## src/rtl/serial_flag_alu_if.sv

```systemverilog
// Request/response bundle between control and the serial flag-setting ALU.
interface serial_flag_alu_if #(
    parameter int unsigned DATA_WIDTH = 64
);
    logic                  start;
    logic [3:0]            op;
    logic                  set_flags;
    logic [DATA_WIDTH-1:0] a;
    logic [DATA_WIDTH-1:0] b;
    logic                  busy;
    logic                  done;
    logic [DATA_WIDTH-1:0] result;
    logic                  negative;
    logic                  zero;
    logic                  carry;
    logic                  overflow;
    logic                  update_sreg;

    modport master (
        output start, op, set_flags, a, b,
        input  busy, done, result, negative, zero, carry, overflow, update_sreg
    );

    modport slave (
        input  start, op, set_flags, a, b,
        output busy, done, result, negative, zero, carry, overflow, update_sreg
    );
endinterface

```

## src/rtl/serial_flag_alu.sv

```systemverilog
// Multi-cycle ALU: one SLICE_WIDTH slice per clock, LSB first, rippled carry, NZCV output.
module serial_flag_alu #(
    parameter int unsigned DATA_WIDTH  = 64,
    parameter int unsigned SLICE_WIDTH = 16
) (
    input logic              clk,
    input logic              reset,
    serial_flag_alu_if.slave bus
);
    localparam int unsigned N_SLICES = DATA_WIDTH / SLICE_WIDTH;
    localparam int unsigned CNT_W    = $clog2(N_SLICES + 1);
    // Counter runs one past the last slice; that extra cycle commits result and flags.
    localparam logic [CNT_W-1:0] LAST_CNT = CNT_W'(N_SLICES);

    localparam logic [3:0] OP_AND   = 4'b0000;
    localparam logic [3:0] OP_ORR   = 4'b0001;
    localparam logic [3:0] OP_ADD   = 4'b0010;
    localparam logic [3:0] OP_SUB   = 4'b0110;
    localparam logic [3:0] OP_PASSB = 4'b0111;
    localparam logic [3:0] OP_NOR   = 4'b1100;

    typedef enum logic [1:0] {StIdle, StRun, StDone} state_e;

    state_e state_q, state_d;

    logic [CNT_W-1:0]       cnt_q;
    logic [DATA_WIDTH-1:0]  a_q, b_q, acc_q, result_q;
    logic [3:0]             op_q;
    logic                   sf_q, carry_q, a_msb_q, b_msb_q;
    logic [N_SLICES-1:0]    zslice_q;
    logic                   neg_q, zero_q, carry_flag_q, ovf_q;

    logic [SLICE_WIDTH-1:0] a_sl, b_sl, slice_res;
    logic [SLICE_WIDTH:0]   slice_sum;
    logic                   slice_cout, is_arith;
    logic [DATA_WIDTH+SLICE_WIDTH-1:0] acc_shift;
    logic [N_SLICES:0]                 zslice_shift;

    // State register.
    always_ff @(posedge clk or posedge reset) begin
        if (reset) begin
            state_q <= StIdle;
        end else begin
            state_q <= state_d;
        end
    end

    // Next-state logic; start is ignored outside IDLE.
    always_comb begin
        state_d = state_q;
        case (state_q)
            StIdle:  if (bus.start) state_d = StRun;
            StRun:   if (cnt_q == LAST_CNT) state_d = StDone;
            StDone:  state_d = StIdle;
            default: state_d = StIdle;
        endcase
    end

    // Handshake outputs decoded from state.
    always_comb begin
        bus.busy        = (state_q != StIdle);
        bus.done        = (state_q == StDone);
        bus.update_sreg = (state_q == StDone) && sf_q;
    end

    // One-slice datapath; b_q is already inverted for SUB.
    always_comb begin
        a_sl       = a_q[SLICE_WIDTH-1:0];
        b_sl       = b_q[SLICE_WIDTH-1:0];
        slice_sum  = {1'b0, a_sl} + {1'b0, b_sl} + {{SLICE_WIDTH{1'b0}}, carry_q};
        slice_res  = '0;
        slice_cout = 1'b0;
        case (op_q)
            OP_AND:         slice_res = a_sl & b_sl;
            OP_ORR:         slice_res = a_sl | b_sl;
            OP_ADD, OP_SUB: {slice_cout, slice_res} = slice_sum;
            OP_PASSB:       slice_res = b_sl;
            OP_NOR:         slice_res = ~(a_sl | b_sl);
            default:        slice_res = '0;
        endcase
        is_arith     = (op_q == OP_ADD) || (op_q == OP_SUB);
        acc_shift    = {slice_res, acc_q};
        zslice_shift = {(slice_res == '0), zslice_q};
    end

    // Operand capture, slice sequencing and result/flag commit.
    always_ff @(posedge clk or posedge reset) begin
        if (reset) begin
            cnt_q        <= '0;
            a_q          <= '0;
            b_q          <= '0;
            acc_q        <= '0;
            op_q         <= '0;
            sf_q         <= 1'b0;
            carry_q      <= 1'b0;
            a_msb_q      <= 1'b0;
            b_msb_q      <= 1'b0;
            zslice_q     <= '0;
            result_q     <= '0;
            neg_q        <= 1'b0;
            zero_q       <= 1'b0;
            carry_flag_q <= 1'b0;
            ovf_q        <= 1'b0;
        end else if (state_q == StIdle) begin
            if (bus.start) begin
                a_q      <= bus.a;
                b_q      <= (bus.op == OP_SUB) ? ~bus.b : bus.b;
                op_q     <= bus.op;
                sf_q     <= bus.set_flags;
                carry_q  <= (bus.op == OP_SUB);
                a_msb_q  <= bus.a[DATA_WIDTH-1];
                b_msb_q  <= (bus.op == OP_SUB) ? ~bus.b[DATA_WIDTH-1] : bus.b[DATA_WIDTH-1];
                cnt_q    <= '0;
                zslice_q <= '0;
            end
        end else if (state_q == StRun) begin
            if (cnt_q != LAST_CNT) begin
                // Slices enter at the top so the accumulator ends up in natural bit order.
                a_q      <= a_q >> SLICE_WIDTH;
                b_q      <= b_q >> SLICE_WIDTH;
                acc_q    <= acc_shift[DATA_WIDTH+SLICE_WIDTH-1:SLICE_WIDTH];
                zslice_q <= zslice_shift[N_SLICES:1];
                carry_q  <= slice_cout;
                cnt_q    <= cnt_q + CNT_W'(1);
            end else begin
                result_q <= acc_q;
                if (sf_q) begin
                    neg_q        <= acc_q[DATA_WIDTH-1];
                    zero_q       <= &zslice_q;
                    carry_flag_q <= is_arith && carry_q;
                    ovf_q        <= is_arith && (a_msb_q == b_msb_q)
                                    && (acc_q[DATA_WIDTH-1] != a_msb_q);
                end
            end
        end
    end

    // Held result and flags.
    always_comb begin
        bus.result   = result_q;
        bus.negative = neg_q;
        bus.zero     = zero_q;
        bus.carry    = carry_flag_q;
        bus.overflow = ovf_q;
    end
endmodule
```

## src/flat_wrapper.sv

```systemverilog
// flat-port wrapper written by rule: the top's interface ports become plain ports
module serial_flag_alu_flat 
#(
    parameter int unsigned DATA_WIDTH  = 64,
    parameter int unsigned SLICE_WIDTH = 16
)
  (clk, reset, bus_start, bus_op, bus_set_flags, bus_a, bus_b, bus_busy, bus_done, bus_result, bus_negative, bus_zero, bus_carry, bus_overflow, bus_update_sreg);
  serial_flag_alu_if #(.DATA_WIDTH(DATA_WIDTH)) bus_i ();
  input logic clk;
  input logic reset;
  input wire logic [$bits(bus_i.start)-1:0] bus_start;
  input wire logic [$bits(bus_i.op)-1:0] bus_op;
  input wire logic [$bits(bus_i.set_flags)-1:0] bus_set_flags;
  input wire logic [$bits(bus_i.a)-1:0] bus_a;
  input wire logic [$bits(bus_i.b)-1:0] bus_b;
  output wire logic [$bits(bus_i.busy)-1:0] bus_busy;
  output wire logic [$bits(bus_i.done)-1:0] bus_done;
  output wire logic [$bits(bus_i.result)-1:0] bus_result;
  output wire logic [$bits(bus_i.negative)-1:0] bus_negative;
  output wire logic [$bits(bus_i.zero)-1:0] bus_zero;
  output wire logic [$bits(bus_i.carry)-1:0] bus_carry;
  output wire logic [$bits(bus_i.overflow)-1:0] bus_overflow;
  output wire logic [$bits(bus_i.update_sreg)-1:0] bus_update_sreg;
  assign bus_i.start = bus_start;
  assign bus_i.op = bus_op;
  assign bus_i.set_flags = bus_set_flags;
  assign bus_i.a = bus_a;
  assign bus_i.b = bus_b;
  assign bus_busy = bus_i.busy;
  assign bus_done = bus_i.done;
  assign bus_result = bus_i.result;
  assign bus_negative = bus_i.negative;
  assign bus_zero = bus_i.zero;
  assign bus_carry = bus_i.carry;
  assign bus_overflow = bus_i.overflow;
  assign bus_update_sreg = bus_i.update_sreg;
  serial_flag_alu #(.DATA_WIDTH(DATA_WIDTH), .SLICE_WIDTH(SLICE_WIDTH)) u_core (.clk(clk), .reset(reset), .bus(bus_i));
endmodule
```

## config.mk

```make
export PLATFORM = sky130hd
export DESIGN_NAME = serial_flag_alu_flat
export DESIGN_NICKNAME = d
export VERILOG_FILES = /design/src/rtl/serial_flag_alu_if.sv /design/src/rtl/serial_flag_alu.sv /design/src/flat_wrapper.sv
export SDC_FILE = /design/constraint.sdc
export NUM_CORES = 1
export LEC_CHECK = 0
export ABC_AREA = 1
export BUFFER_PORTS_ARGS = -buffer_cell sky130_fd_sc_hd__buf_2
export CORE_MARGIN = 3
export CORE_UTILIZATION = 60
export CTS_BUF_LIST = sky130_fd_sc_hd__clkbuf_8
export DETAILED_ROUTE_END_ITERATION = 6
export GPL_ROUTABILITY_DRIVEN = 0
export PLACE_DENSITY = 0.83
export SYNTH_ARGS = -nofsm -noshare
export SYNTH_HDL_FRONTEND = slang
export SYNTH_SLANG_ARGS = --single-unit
```

## constraint.sdc

```tcl
create_clock -name clk -period 18.7 [get_ports clk]
set_clock_uncertainty 0.1 [all_clocks]
set_input_delay 3.74 -clock clk [delete_from_list [all_inputs] [get_ports clk]]
set_output_delay 3.74 -clock clk [all_outputs]
set_load 0.005 [all_outputs]
```

======== Word level (Yosys, flattened, before mapping) ========
Index checks and enable logic that the tools add are counted.
storage, ports and cells
  flip-flop bits (word level) ............. 277
  word-level logic and storage cells ...... 86
  bits of input ports ..................... 136
  output and inout bits ................... 71
operators by class
  bitwise gates (word level) .............. 7
  $add $sub $neg .......................... 3
  muxes and demuxes ....................... 27
  reduce and logical (&&, ||, !) cells .... 19
  equal/unequal tests ..................... 14
operator list
  operator                                                               count
  64-bit two-way mux                                                     9
  16-bit one-hot mux with 5 select lines                                 1
  64-bit NOT                                                             1
  16-bit by 16-bit adder with 17-bit output                              1
  17-bit by 1-bit adder with 17-bit output                               1
  16-bit bitwise AND                                                     1
  16-bit zero test                                                       1
  4-bit two-way mux                                                      4
  16-bit NOT                                                             1
  16-bit bitwise OR                                                      1
  4-bit by 3-bit equality test with 1-bit output, second input constant  3
  3-bit two-way mux                                                      4
  3-bit AND reduction                                                    3
  4-bit AND reduction                                                    2
  1-bit two-way mux                                                      6
  2-bit nonzero test                                                     3
  4-bit by 1-bit equality test with 1-bit output, second input constant  1
  4-bit by 2-bit equality test with 1-bit output, second input constant  1
  4-bit equality test, second input constant                             1
  1-bit logical AND                                                      4
  4-bit zero test                                                        1
  2-bit two-way mux                                                      2
  2-bit one-hot mux with 2 select lines                                  1
  2-bit AND reduction                                                    2
  13 further kinds                                                       15

======== Logic depth before layout (Yosys ltp) ========
Gate-level depths: netlist of the first run.
  depth in word-level cells ............... 7
  depth in mapped cells ................... 16
  mapped depth without buffers ............ 16

======== Least setup slack after synthesis of the first run ========
OpenSTA, ideal clock, no wires.
  path type ............................... input port to flip-flop
  start ................................... input port bus_op[0]
  end ..................................... register u_core.b_q[0]
  data required time ...................... 18.470 ns
  arrival ................................. 4.735 ns
  stages on the path ...................... 6
  path buffers ............................ 2
  path slack .............................. 13.735 ns
  setup time .............................. 0.130 ns
  cell sequence ........................... nor4_1 -> buf_4 -> inv_1 -> clkbuf_1 -> o211ai_1 -> o21ai_0
between the ends
  longest elaborated chain between the ends .. 4
RTL lines
  element                                         line                    text
  start: declaration                              flat_wrapper.sv:12      input wire logic [$bits(bus_i.op)-1:0] bus_op;
  4-bit by 3-bit equality test with 1-bit output  serial_flag_alu.sv:107  b_q <= (bus.op == OP_SUB) ? ~bus.b : bus.b;
  64-bit two-way mux                              serial_flag_alu.sv:107
  64-bit two-way mux                              serial_flag_alu.sv:105  if (bus.start) begin
  64-bit two-way mux                              serial_flag_alu.sv:104  end else if (state_q == StIdle) begin
  end signal: assignment                          serial_flag_alu.sv:107
  end signal: assignment                          serial_flag_alu.sv:120  b_q <= b_q >> SLICE_WIDTH;
  end: declaration                                serial_flag_alu.sv:27   logic [DATA_WIDTH-1:0] a_q, b_q, acc_q, result_q;
Every way passes these cells. The select of a mux whose other input is x is not followed.
A chain may end at the register's enable or synchronous reset.

======== Worst setup path in the final report of the first run ========
  start ................................... register u_core.state_q[1]
  end ..................................... output port bus_busy
between the ends
  longest elaborated chain between the ends .. 1
RTL lines
  element                   line                   text
  start: declaration        serial_flag_alu.sv:24  state_e state_q, state_d;
  start signal: assignment  serial_flag_alu.sv:42  state_q <= StIdle;
  start signal: assignment  serial_flag_alu.sv:44  state_q <= state_d;
  2-bit nonzero test        serial_flag_alu.sv:61  bus.busy = (state_q != StIdle);
  end: declaration          flat_wrapper.sv:16     output wire logic [$bits(bus_i.busy)-1:0] bus_busy;
Every way passes these cells.

==> insert_results.sql, run 1 <==
INSERT INTO impl_metrics (metric_group, metric, value, unit) VALUES
('global_routing', 'global_route.usage.met2', '0.465', ''),
('timing', 'final_max_slew_viol_count', '0', ''),
('timing', 'timing.final.hold_violations', '0', ''),
('synthesis', 'synth_top_family_by_area', 'compound AO/OA/AOI/OAI gates', ''),
('timing', 'worst-slew-pin-transition', '1.11', 'ns'),
('floorplanning', 'coreArea', '22200', 'um^2'),
('clock_tree', 'clock_tree_from_tritoncts', 'yes', ''),
('global_routing', 'grt.met3_usage', '0.0657', ''),
('outcome', 'status', 'complete, no violations', ''),
('worst_setup_path', 'reg2regPathDepth', '7', ''),
('worst_setup_path', 'crit_path_cell_chain', 'nor2_4 > buf_4 > inv_2 > buf_4 > buf_2', ''),
('detailed_routing', 'post-route-drc-count', '0', ''),
('clock_tree', 'ctsLongestPathBuffers', '3', ''),
('cells_and_area', 'utilization', '0.709', ''),
('worst_setup_path', 'timing.setup.critical_path_class', 'flop to output port', ''),
('power_and_ir_drop', 'vdd_ir_drop_max', '132', 'uV'),
('global_routing', 'via_count_of_the_first_global_routing_pass', '11400', ''),
('clock_tree', 'clk_pin_slew', '0.06', 'ns'),
('floorplanning', 'num_rows', '54', ''),
('worst_setup_path', 'critical_path.startpoint_type', 'flop', ''),
('global_routing', 'grt.busiest_layer', 'met2', ''),
('worst_setup_path', 'crit_path_max_incr_delay', '0.72', 'ns'),
('global_routing', 'met1_usage', '0.364', ''),
('timing', 'grt_setup_unrepaired', 'no', ''),
('clock_tree', 'number_of_buffers_created_by_cts', '45', ''),
('worst_setup_path', 'critical_path_peak_fanout', '100', ''),
('worst_setup_path', 'critical_path.most_common_cell', 'sky130_fd_sc_hd__buf_4', ''),
('detailed_routing', 'dr.pass1.iters', '7', ''),
('worst_setup_path', 'timing.critical_path.to_type', 'output port', ''),
('worst_setup_path', 'critical_path.reg2reg.startpoint', 'u_core.state_q[1]', ''),
('timing', 'timing.setup.tns', '0', 'ns'),
('synthesis', 'synth-xor-area-share', '0.0115', ''),
('power_and_ir_drop', 'leakage', '8.02', 'nW'),
('global_routing', 'global_route_total_overflow', '0', ''),
('place', 'placement.io_buffers', '206', ''),
('timing', 'final-setup-viol-count', '0', ''),
('synthesis', 'synth-main-ff-cell', 'sky130_fd_sc_hd__dfrtp_1', ''),
('min_path', 'hold-path-cell-count', '2', ''),
('worst_setup_path', 'timing.critical_path.arrival', '2.68', 'ns'),
('clock_tree', 'clock_insertion_delay_worst_skew', '0.56', 'ns'),
('synthesis', 'synthMuxAreaShare', '0', ''),
('synthesis', 'syn-cell-area', '13800', 'um^2'),
('clock_tree', 'hold_buffers_post_cts', '0', ''),
('worst_setup_path', 'critPathTopFamily', 'buffers and inverters', ''),
('detailed_routing', 'dr.first_iter.drc_count', '1030', ''),
('global_routing', 'antenna_found_initial', '7', ''),
('floorplanning', 'fp.dieW', '157', 'um'),
('synthesis', 'post_synth_and_or_nand_nor_area_fraction', '0.168', ''),
('floorplanning', 'fp.dieH', '157', 'um'),
('worst_setup_path', 'timing.critical_path.required', '14.86', 'ns'),
('synthesis', 'yosys_warnings', '0', ''),
('worst_setup_path', 'worst_path_max_delay_cell', 'sky130_fd_sc_hd__buf_4', ''),
('timing', 'final_critical_path_share_of_the_clock_period', '0.348', ''),
('global_routing', 'global_route.usage.total', '0.282', ''),
('detailed_routing', 'drt-vias-per-instance', '5.50', ''),
('global_routing', 'grt_first_pass_wirelength', '56100', 'um'),
('clock_tree', 'post_cts_setup_buffer_count', '0', ''),
('synthesis', 'ys_seq_elements', '277', ''),
('cells_and_area', 'area_delta_synth_final', '14.1', '%'),
('cells_and_area', 'num-nets-final', '2022', ''),
('cells_and_area', 'cell_area_after_layout', '15700', 'um^2'),
('synthesis', 'syn_inst', '1681', ''),
('synthesis', 'synth_enable_flop_cells', '0', ''),
('detailed_routing', 'dr_total_vias', '11900', ''),
('cells_and_area', 'n_fill_cell', '1789', ''),
('min_path', 'hp-class', 'flop to flop', ''),
('detailed_routing', 'routed_wl', '34500', 'um'),
('run', 'drv.max_cap_violation_count', '0', ''),
('clock_tree', 'clkSinkCount', '277', ''),
('place', 'place_area', '14800', 'um^2'),
('synthesis', 'synth.lib_cells_used.distinct', '37', '');
## where the power goes
group / total [mW] / internal, mW / switching, mW
clock network: 0.507 / 0.271 / 0.236
registers: 0.941 / 0.825 / 0.116
logic: 1.19 / 0.388 / 0.803
total: 2.64 / 1.48 / 1.15
## metal layers
layer	part of all wire	vias up
met2	0.48	484
met3	0.078	93
met1	0.41	5536
met5	0.0020	-
met4	0.035	12
li1	-	5794
## layout make-up
class | count | area [um^2] | area share
Tap cell | 280 | 350 | 0.0223
Clock inverter | 26 | 118 | 0.00749
Clock buffer | 56 | 771 | 0.0491
Sequential cell | 277 | 6930 | 0.441
Timing Repair Buffer | 214 | 1090 | 0.0695
Antenna cell | 1 | 2.50 | 0.000159
Inverter | 253 | 957 | 0.0610
Multi-Input combinational cell | 1059 | 5480 | 0.349
## state kept, by name, indices dropped and copies added, names as in the netlist
name,cells
u_core.a_msb_q,1
u_core.a_q,64
u_core.acc_q,64
u_core.b_msb_q,1
u_core.b_q,64
u_core.bus.carry,1
u_core.bus.negative,1
u_core.bus.overflow,1
u_core.bus.result,64
u_core.bus.zero,1
u_core.carry_q,1
u_core.cnt_q,3
u_core.op_q,4
u_core.sf_q,1
u_core.state_q,2
u_core.zslice_q,4
## tightest hold or removal path: cells and delay by family (launching register included)
kind	cells	cell delay, ns
flip-flops	1	0.34
AND/OR/NAND/NOR	2	0.09
## cells in the mapped netlist (3+ instances only)
| library cell | count | share of area |
|---|---|---|
| sky130_fd_sc_hd__ha_1 | 34 | 0.031 |
| sky130_fd_sc_hd__xnor2_1 | 17 | 0.011 |
| sky130_fd_sc_hd__o21ai_0 | 252 | 0.092 |
| sky130_fd_sc_hd__nand3_1 | 44 | 0.016 |
| sky130_fd_sc_hd__clkbuf_1 | 37 | 0.010 |
| sky130_fd_sc_hd__o22ai_1 | 18 | 0.0082 |
| sky130_fd_sc_hd__a21oi_1 | 14 | 0.0051 |
| sky130_fd_sc_hd__inv_2 | 7 | 0.0019 |
| sky130_fd_sc_hd__buf_2 | 40 | 0.015 |
| sky130_fd_sc_hd__o21ai_1 | 25 | 0.0091 |
| sky130_fd_sc_hd__inv_1 | 246 | 0.067 |
| sky130_fd_sc_hd__nor2_4 | 5 | 0.0041 |
| sky130_fd_sc_hd__buf_1 | 8 | 0.0022 |
| sky130_fd_sc_hd__nand4_1 | 8 | 0.0036 |
| sky130_fd_sc_hd__nor3_1 | 5 | 0.0018 |
| sky130_fd_sc_hd__dfrtp_1 | 277 | 0.50 |
| sky130_fd_sc_hd__o211ai_1 | 117 | 0.064 |
| sky130_fd_sc_hd__nor2_1 | 50 | 0.014 |
| sky130_fd_sc_hd__nand2_2 | 3 | 0.0014 |
| sky130_fd_sc_hd__nand2_1 | 446 | 0.12 |
| sky130_fd_sc_hd__buf_4 | 5 | 0.0027 |
| sky130_fd_sc_hd__a211oi_1 | 5 | 0.0027 |
## stage by stage
step,worst slack (ns),hold slack (ns)
finish,12.18,0.364
global route,12.02,0.397
CTS,12.22,0.369
detailed placement,12.16,0.354
global placement,12.23,0.348
floorplan,7.22,0.349
## how the worst max path moves through the flow
stage / from / endpoint / slack [ns] / depth (start not counted)
2_1_floorplan: reset / u_core.a_msb_q / 7.22 / 1
3_5_place_dp: bus_start / u_core.a_q[15] / 12.16 / 6
3_3_place_gp: bus_start / u_core.carry_q / 12.23 / 7
5_1_grt: u_core.state_q[1] / bus_busy / 12.02 / 5
6_report: u_core.state_q[1] / bus_busy / 12.18 / 5
4_1_cts: u_core.state_q[1] / bus_busy / 12.22 / 5
## cells by family (layout without fill, tap and decap cells)
family,after synthesis,in the layout
simple gates,570,570
xor+xnor,18,18
other cells,0,1
fa+ha+maj,36,36
compound gates,435,435
buf+inv,345,549
flops,277,277
No activity file was read; power rests on OpenSTA's default activity.
==> run 2: changes to the inputs <==
--- a/config.mk
+++ b/config.mk
@@ -5,14 +5,14 @@
 export SDC_FILE = /design/constraint.sdc
 export NUM_CORES = 1
 export LEC_CHECK = 0
-export ABC_AREA = 1
+export ABC_AREA = 0
 export BUFFER_PORTS_ARGS = -buffer_cell sky130_fd_sc_hd__buf_2
 export CORE_MARGIN = 3
-export CORE_UTILIZATION = 60
+export CORE_UTILIZATION = 59
 export CTS_BUF_LIST = sky130_fd_sc_hd__clkbuf_8
 export DETAILED_ROUTE_END_ITERATION = 6
 export GPL_ROUTABILITY_DRIVEN = 0
-export PLACE_DENSITY = 0.83
+export PLACE_DENSITY = 0.82
 export SYNTH_ARGS = -nofsm -noshare
 export SYNTH_HDL_FRONTEND = slang
 export SYNTH_SLANG_ARGS = --single-unit
==> constraint.sdc (replaced) <==
create_clock -name clk -period 6.1 [get_ports clk]
set_clock_uncertainty 0.1 [all_clocks]
set_input_delay 1.22 -clock clk [delete_from_list [all_inputs] [get_ports clk]]
set_output_delay 1.22 -clock clk [all_outputs]
set_load 0.005 [all_outputs]
==> insert_results.sql, run 2 <==
INSERT INTO impl_metrics (metric_group, metric, value, unit) VALUES
('place', 'place_area', '14500', 'um^2'),
('place', 'place_hpwl', '20900', 'um'),
('cells_and_area', 'cell_area_after_layout', '15500', 'um^2'),
('synthesis', 'synth.yosys.seq_area_share', '0.519', ''),
('floorplanning', 'fp.dieH', '157', 'um'),
('synthesis', 'synth_enable_flop_cells', '0', ''),
('floorplanning', 'top_level_ports', '207', ''),
('detailed_routing', 'drt-vias-per-instance', '5.50', ''),
('synthesis', 'synth.lib_cells_used.distinct', '70', ''),
('clock_tree', 'post_cts_setup_buffer_count', '0', ''),
('synthesis', 'synthTopCellsByArea', 'sky130_fd_sc_hd__dfrtp_1 (52%), sky130_fd_sc_hd__nand2_1 (14%), sky130_fd_sc_hd__o21ai_0 (5.1%)', ''),
('global_routing', 'grt_start_max_net_pins', '162', ''),
('timing', 'layout_min_cycle_time', '3.62', 'ns'),
('clock_tree', 'clk_pin_slew', '0.06', 'ns'),
('worst_setup_path', 'timing.critical_path.required', '4.78', 'ns'),
('floorplanning', 'num_rows', '54', ''),
('cells_and_area', 'commonest_non_fill_non_tap_cell_in_the_layout', 'sky130_fd_sc_hd__nand2_1', ''),
('worst_setup_path', 'timing.critical_path.to_type', 'output port', ''),
('floorplanning', 'fp.dieW', '157', 'um'),
('detailed_routing', 'drt.antenna.violating_nets', '0', ''),
('detailed_routing', 'post-route-drc-count', '0', ''),
('global_routing', 'via_count_of_the_first_global_routing_pass', '10500', ''),
('outcome', 'status', 'complete, no violations', ''),
('global_routing', 'global_route.usage.met2', '0.414', ''),
('cells_and_area', 'mostFrequentLayoutCells', 'sky130_fd_sc_hd__nand2_1 (510), sky130_fd_sc_hd__dfrtp_1 (277), sky130_fd_sc_hd__buf_2 (206), sky130_fd_sc_hd__o21ai_0 (136), sky130_fd_sc_hd__xnor2_1 (68)', ''),
('worst_setup_path', 'timing.setup.critical_path_class', 'flop to output port', ''),
('timing', 'worst-slew-pin-transition', '1.20', 'ns'),
('power_and_ir_drop', 'power_density', '525', 'nW/um^2'),
('clock_tree', 'clock_tree.root_cell', 'sky130_fd_sc_hd__clkbuf_8', ''),
('synthesis', 'synth_most_common_cell', 'sky130_fd_sc_hd__nand2_1', ''),
('synthesis', 'syn_avg_cell_area', '9.05', 'um^2'),
('synthesis', 'synth-main-ff-cell', 'sky130_fd_sc_hd__dfrtp_1', ''),
('synthesis', 'netlist.area_leader.share', '0.519', ''),
('synthesis', 'syn-cell-area', '13400', 'um^2'),
('cells_and_area', 'antenna-diode-count', '0', ''),
('min_path', 'hp-class', 'flop to flop', ''),
('clock_tree', 'postCtsResizedCells', '0', ''),
('detailed_routing', 'dr.first_iter.drc_count', '900', ''),
('worst_setup_path', 'critical_path.startpoint_type', 'flop', ''),
('run', 'drv.max_cap_violation_count', '0', ''),
('global_routing', 'met1_usage', '0.355', ''),
('synthesis', 'syn_nets', '1648', ''),
('detailed_routing', 'wire_per_inst', '15.8', 'um'),
('clock_tree', 'clkSinkCount', '277', ''),
('floorplanning', 'die_area', '24500', 'um^2'),
('timing', 'timing.final.hold_violations', '0', ''),
('cells_and_area', 'area_delta_synth_final', '15.8', '%'),
('clock_tree', 'cts_htree_levels', '2', ''),
('detailed_routing', 'dr.pass1.iters', '5', ''),
('global_routing', 'antenna_found_initial', '3', ''),
('clock_tree', 'ctsLongestPathBuffers', '3', ''),
('power_and_ir_drop', 'vdd_ir_drop_max', '503', 'uV'),
('cells_and_area', 'num-nets-final', '1824', ''),
('synthesis', 'synth_area_leader_cell', 'sky130_fd_sc_hd__dfrtp_1', ''),
('floorplanning', 'effective_utilization_at_floorplan', '0.607', ''),
('floorplanning', 'coreArea', '22000', 'um^2'),
('place', 'placement.io_buffers', '206', ''),
('global_routing', 'grt_first_pass_wirelength', '52000', 'um'),
('synthesis', 'syn_inst', '1476', ''),
('global_routing', 'global_route_total_overflow', '0', ''),
('cells_and_area', 'layoutNonFillerInstCount', '1963', ''),
('synthesis', 'ys_seq_elements', '277', ''),
('cells_and_area', 'final_layout_size_suffix_gt1_frac', '0.188', ''),
('timing', 'final-setup-viol-count', '0', ''),
('timing', 'grt_setup_unrepaired', 'no', ''),
('detailed_routing', 'routed_wl', '31100', 'um'),
('worst_setup_path', 'timing.critical_path.arrival', '2.30', 'ns'),
('global_routing', 'grt.met3_usage', '0.0523', ''),
('synthesis', 'yosys-top-cells-count', 'sky130_fd_sc_hd__nand2_1 (511), sky130_fd_sc_hd__dfrtp_1 (277), sky130_fd_sc_hd__o21ai_0 (136)', ''),
('place', 'placed_cells', '1885', ''),
('worst_setup_path', 'critical_path_peak_fanout', '64', ''),
('clock_tree', 'hold_buffers_post_cts', '0', ''),
('power_and_ir_drop', 'leakage', '7.86', 'nW'),
('clock_tree', 'clock_insertion_delay_worst_skew', '0.55', 'ns'),
('timing', 'final_critical_path_share_of_the_clock_period', '0.594', ''),
('timing', 'timing.setup.tns', '0', 'ns'),
('synthesis', 'yosys_warnings', '0', ''),
('global_routing', 'grt.busiest_layer', 'met2', ''),
('clock_tree', 'clock_tree_from_tritoncts', 'yes', ''),
('global_routing', 'global_route.usage.total', '0.259', ''),
('timing', 'final_max_slew_viol_count', '0', ''),
('timing', 'fmax', '276', 'MHz'),
('timing', 'max-slew-margin-rel', '0.200', ''),
('clock_tree', 'number_of_buffers_created_by_cts', '45', ''),
('detailed_routing', 'dr_total_vias', '10800', ''),
('synthesis', 'async_reset_ff_frac', '1.00', '');
## run 2: layer usage
layer | routed length [um] | share of wire
met5 | 36 | 0.0012
met4 | 897 | 0.029
met3 | 2030 | 0.065
met1 | 13500 | 0.43
met2 | 14600 | 0.47
## run 2: kinds of logic after synthesis
group | count (synthesis) | synth area share
multiplexers | 55 | 0.0417
buffers and inverters | 133 | 0.0414
adder cells (fa/ha/maj) | 36 | 0.0348
AO/OA/AOI/OAI | 285 | 0.131
XOR/XNOR | 71 | 0.0465
AND/OR/NAND/NOR | 619 | 0.186
flip-flops | 277 | 0.519
## run 2: worst paths after layout
kind | slack (ns) | depth (start not counted) | endpoint | from
max | 2.48 | 4 | bus_busy | u_core.state_q[1]
min | 0.37 | 2 | u_core.bus.result[42] | u_core.bus.result[42]
max reg2reg | 2.59 | 11 | u_core.zslice_q[3] | u_core.carry_q
min reg2reg | 0.37 | 2 | u_core.bus.result[42] | u_core.bus.result[42]
max in group asynchronous | 3.81 | 4 | u_core.b_q[7] | reset
min in group asynchronous | 0.82 | 3 | u_core.acc_q[20] | reset
## run 2: layout make-up
cell class	count	area, um^2
Clock buffer	60	826
Clock inverter	18	111
Fill cell	1719	6550
Inverter	43	165
Multi-Input combinational cell	1066	5950
Sequential cell	277	6930
Tap cell	280	350
Timing Repair Buffer	219	1140
## run 2: power breakdown
part | internal [mW] | switching (mW) | total, mW
combinational | 1.28 | 2.09 | 3.37
sequential | 2.59 | 0.546 | 3.13
clock | 0.921 | 0.705 | 1.63
total | 4.79 | 3.34 | 8.13
## run 2: stage by stage
step	hold WS, ns	utilization	setup slack [ns]	power (mW)
after floorplan	0.337	-	1.11	5.55
after global placement	0.349	0.660	2.56	6.35
after detailed placement	0.352	0.660	2.44	6.50
after CTS	0.368	0.703	2.49	8.16
after global routing	0.387	0.703	2.33	8.81
final	0.367	0.703	2.48	8.13
## run 2: worst max-delay path, cell delays in order (launching register included)
cell                      delay, ns
sky130_fd_sc_hd__dfrtp_1       0.42
sky130_fd_sc_hd__nor2_4        0.05
sky130_fd_sc_hd__buf_4         0.23
sky130_fd_sc_hd__inv_2         0.77
sky130_fd_sc_hd__buf_2         0.25
==> run 3: changes to the inputs <==
==> constraint.sdc (replaced) <==
create_clock -name clk -period 3.6 [get_ports clk]
set_clock_uncertainty 0.1 [all_clocks]
set_input_delay 0.72 -clock clk [delete_from_list [all_inputs] [get_ports clk]]
set_output_delay 0.72 -clock clk [all_outputs]
set_load 0.005 [all_outputs]
==> insert_results.sql, run 3 (synthesized netlist as in run 2, its figures left out) <==
INSERT INTO impl_metrics (metric_group, metric, value, unit) VALUES
('cells_and_area', 'cell_area_after_layout', '15600', 'um^2'),
('floorplanning', 'top_level_ports', '207', ''),
('place', 'place_hpwl', '22200', 'um'),
('detailed_routing', 'drt-vias-per-instance', '5.49', ''),
('clock_tree', 'cts_htree_levels', '2', ''),
('worst_setup_path', 'timing.critical_path.arrival', '3.67', 'ns'),
('clock_tree', 'clkSinkCount', '277', ''),
('global_routing', 'antenna_found_initial', '1', ''),
('timing', 'worst-slew-pin-transition', '0.916', 'ns'),
('power_and_ir_drop', 'comb_power_share', '0.423', ''),
('run', 'drv.max_cap_violation_count', '0', ''),
('worst_setup_path', 'timing.rr.end', 'u_core.zslice_q[3]', ''),
('power_and_ir_drop', 'swShare', '0.411', ''),
('clock_tree', 'clock_insertion_delay_worst_skew', '0.54', 'ns'),
('global_routing', 'global_route.usage.total', '0.260', ''),
('cells_and_area', 'num-nets-final', '1836', ''),
('clock_tree', 'hold_buffers_post_cts', '0', ''),
('global_routing', 'global_route_total_overflow', '0', ''),
('detailed_routing', 'dr.first_iter.drc_count', '683', ''),
('power_and_ir_drop', 'power_density', '897', 'nW/um^2'),
('cells_and_area', 'antenna-diode-count', '0', ''),
('timing', 'final_max_slew_viol_count', '0', ''),
('worst_setup_path', 'critical_path.startpoint_type', 'flop', ''),
('cells_and_area', 'layoutNonFillerInstCount', '1977', ''),
('timing', 'fmax', '302', 'MHz'),
('clock_tree', 'post_cts_setup_buffer_count', '0', ''),
('cells_and_area', 'mostFrequentLayoutCells', 'sky130_fd_sc_hd__nand2_1 (510), sky130_fd_sc_hd__dfrtp_1 (277), sky130_fd_sc_hd__buf_2 (206), sky130_fd_sc_hd__o21ai_0 (136), sky130_fd_sc_hd__xnor2_1 (68)', ''),
('floorplanning', 'die_area', '24500', 'um^2'),
('timing', 'layout_min_cycle_time', '3.32', 'ns'),
('clock_tree', 'clk_pin_slew', '0.06', 'ns'),
('floorplanning', 'effective_utilization_at_floorplan', '0.607', ''),
('power_and_ir_drop', 'leakage', '7.94', 'nW'),
('worst_setup_path', 'timing.critical_path.to_type', 'flop', ''),
('worst_setup_path', 'timing.setup.critical_path_class', 'flop to flop', ''),
('min_path', 'hp-class', 'primary input to async pin', ''),
('detailed_routing', 'dr_total_vias', '10800', ''),
('floorplanning', 'fp.dieW', '157', 'um'),
('clock_tree', 'ctsLongestPathBuffers', '3', ''),
('power_and_ir_drop', 'power.share.sequential', '0.373', ''),
('cells_and_area', 'final_layout_size_suffix_gt1_frac', '0.194', ''),
('global_routing', 'grt_start_max_net_pins', '95', ''),
('clock_tree', 'clock_tree.root_cell', 'sky130_fd_sc_hd__clkbuf_8', ''),
('place', 'placement.io_buffers', '206', ''),
('power_and_ir_drop', 'clock_power_share', '0.204', ''),
('worst_setup_path', 'worst_setup_path_startpoint', 'u_core.carry_q', ''),
('detailed_routing', 'wire_per_inst', '16.0', 'um'),
('floorplanning', 'coreArea', '22000', 'um^2'),
('worst_setup_path', 'timing.critical_path.required', '3.96', 'ns'),
('floorplanning', 'num_rows', '54', ''),
('clock_tree', 'number_of_buffers_created_by_cts', '46', ''),
('timing', 'final-setup-viol-count', '0', ''),
('place', 'place_area', '14700', 'um^2'),
('cells_and_area', 'commonest_non_fill_non_tap_cell_in_the_layout', 'sky130_fd_sc_hd__nand2_1', ''),
('worst_setup_path', 'critical_path.reg2reg.startpoint', 'u_core.carry_q', ''),
('outcome', 'status', 'complete, no violations', ''),
('timing', 'max-slew-margin-rel', '0.388', ''),
('global_routing', 'via_count_of_the_first_global_routing_pass', '10600', ''),
('worst_setup_path', 'reg2regPathDepth', '11', ''),
('cells_and_area', 'area_delta_synth_final', '17.1', '%'),
('global_routing', 'grt_first_pass_wirelength', '52100', 'um'),
('timing', 'final_critical_path_share_of_the_clock_period', '0.921', ''),
('worst_setup_path', 'critical_path_peak_fanout', '3', ''),
('clock_tree', 'postCtsResizedCells', '0', ''),
('detailed_routing', 'post-route-drc-count', '0', ''),
('detailed_routing', 'dr.pass1.iters', '6', ''),
('power_and_ir_drop', 'net-switching-power', '5.77', 'mW'),
('power_and_ir_drop', 'vdd_ir_drop_max', '550', 'uV'),
('floorplanning', 'fp.dieH', '157', 'um'),
('detailed_routing', 'routed_wl', '31600', 'um'),
('worst_setup_path', 'r2r_setup_slack', '0.28', 'ns'),
('timing', 'timing.final.hold_violations', '0', ''),
('worst_setup_path', 'cp-endpoint', 'u_core.zslice_q[3]', ''),
('power_and_ir_drop', 'p_int', '8.26', 'mW'),
('place', 'placed_cells', '1896', ''),
('clock_tree', 'clock_tree_from_tritoncts', 'yes', ''),
('cells_and_area', 'n_fill_cell', '1677', ''),
('timing', 'grt_setup_unrepaired', 'no', ''),
('detailed_routing', 'drt.antenna.violating_nets', '0', '');
==> run 3: worst min-delay path by stage <==
stage / to / slack, ns / cells past startpoint
after floorplan: u_core.a_q[63] / 0.34 / 2
after global placement: u_core.bus.result[13] / 0.35 / 2
after detailed placement: u_core.bus.result[11] / 0.36 / 2
after CTS: u_core.acc_q[18] / 0.23 / 3
after global routing: u_core.bus.result[50] / 0.24 / 3
final: u_core.acc_q[33] / 0.22 / 3
==> run 3: area by class of cell <==
class,count,area (um^2),share of cell area
clock inverter,22,156,0.00999
clock buffer,59,812,0.0519
multi-input combinational,1066,5930,0.379
inverter,43,165,0.0106
timing repair buffer,230,1300,0.0830
tap,280,350,0.0224
sequential,277,6930,0.443
==> run 3: metal layers <==
layer	GRT usage	part of all wire	routed length [um]
met1	0.348	0.42	13400
met2	0.421	0.47	14900
met3	0.0606	0.075	2370
met4	0.0909	0.029	904
met5	0	0.00041	13
==> run 3: power by group through the flow <==
stage	logic (mW)	registers, mW	clock network, mW
3_3_place_gp	5.67	5.21	0
2_1_floorplan	4.35	5.05	0
6_report	5.94	5.24	2.86
3_5_place_dp	5.89	5.28	0
5_1_grt	6.70	5.40	3.05
4_1_cts	5.93	5.23	2.89
==> run 3: worst max-delay path, cell delays in order (launching register included) <==
cell and delay [ns]:
sky130_fd_sc_hd__dfrtp_1 0.41, sky130_fd_sc_hd__fa_1 0.47, sky130_fd_sc_hd__inv_1 0.09, sky130_fd_sc_hd__fa_1 0.25
sky130_fd_sc_hd__nor2b_4 0.06, sky130_fd_sc_hd__o31a_1 0.26, sky130_fd_sc_hd__or3_1 0.34, sky130_fd_sc_hd__a31o_1 0.24
sky130_fd_sc_hd__nor4_2 0.23, sky130_fd_sc_hd__nand4b_1 0.13, sky130_fd_sc_hd__or4_1 0.43, sky130_fd_sc_hd__o31ai_2 0.22
==> run 3: metrics by stage <==
| step | util | setup slack (ns) | hold WS (ns) | setup TNS, ns | power (mW) |
|---|---|---|---|---|---|
| 3_3_place_gp | 0.666 | 0.355 | 0.349 | 0 | 10.9 |
| 3_5_place_dp | 0.666 | 0.320 | 0.355 | 0 | 11.2 |
| 2_1_floorplan | - | -0.885 | 0.337 | -245.24 | 9.40 |
| 4_1_cts | 0.710 | 0.318 | 0.230 | 0 | 14.1 |
| 6_report | 0.710 | 0.284 | 0.222 | 0 | 14.0 |
| 5_1_grt | 0.710 | 0.157 | 0.237 | 0 | 15.1 |
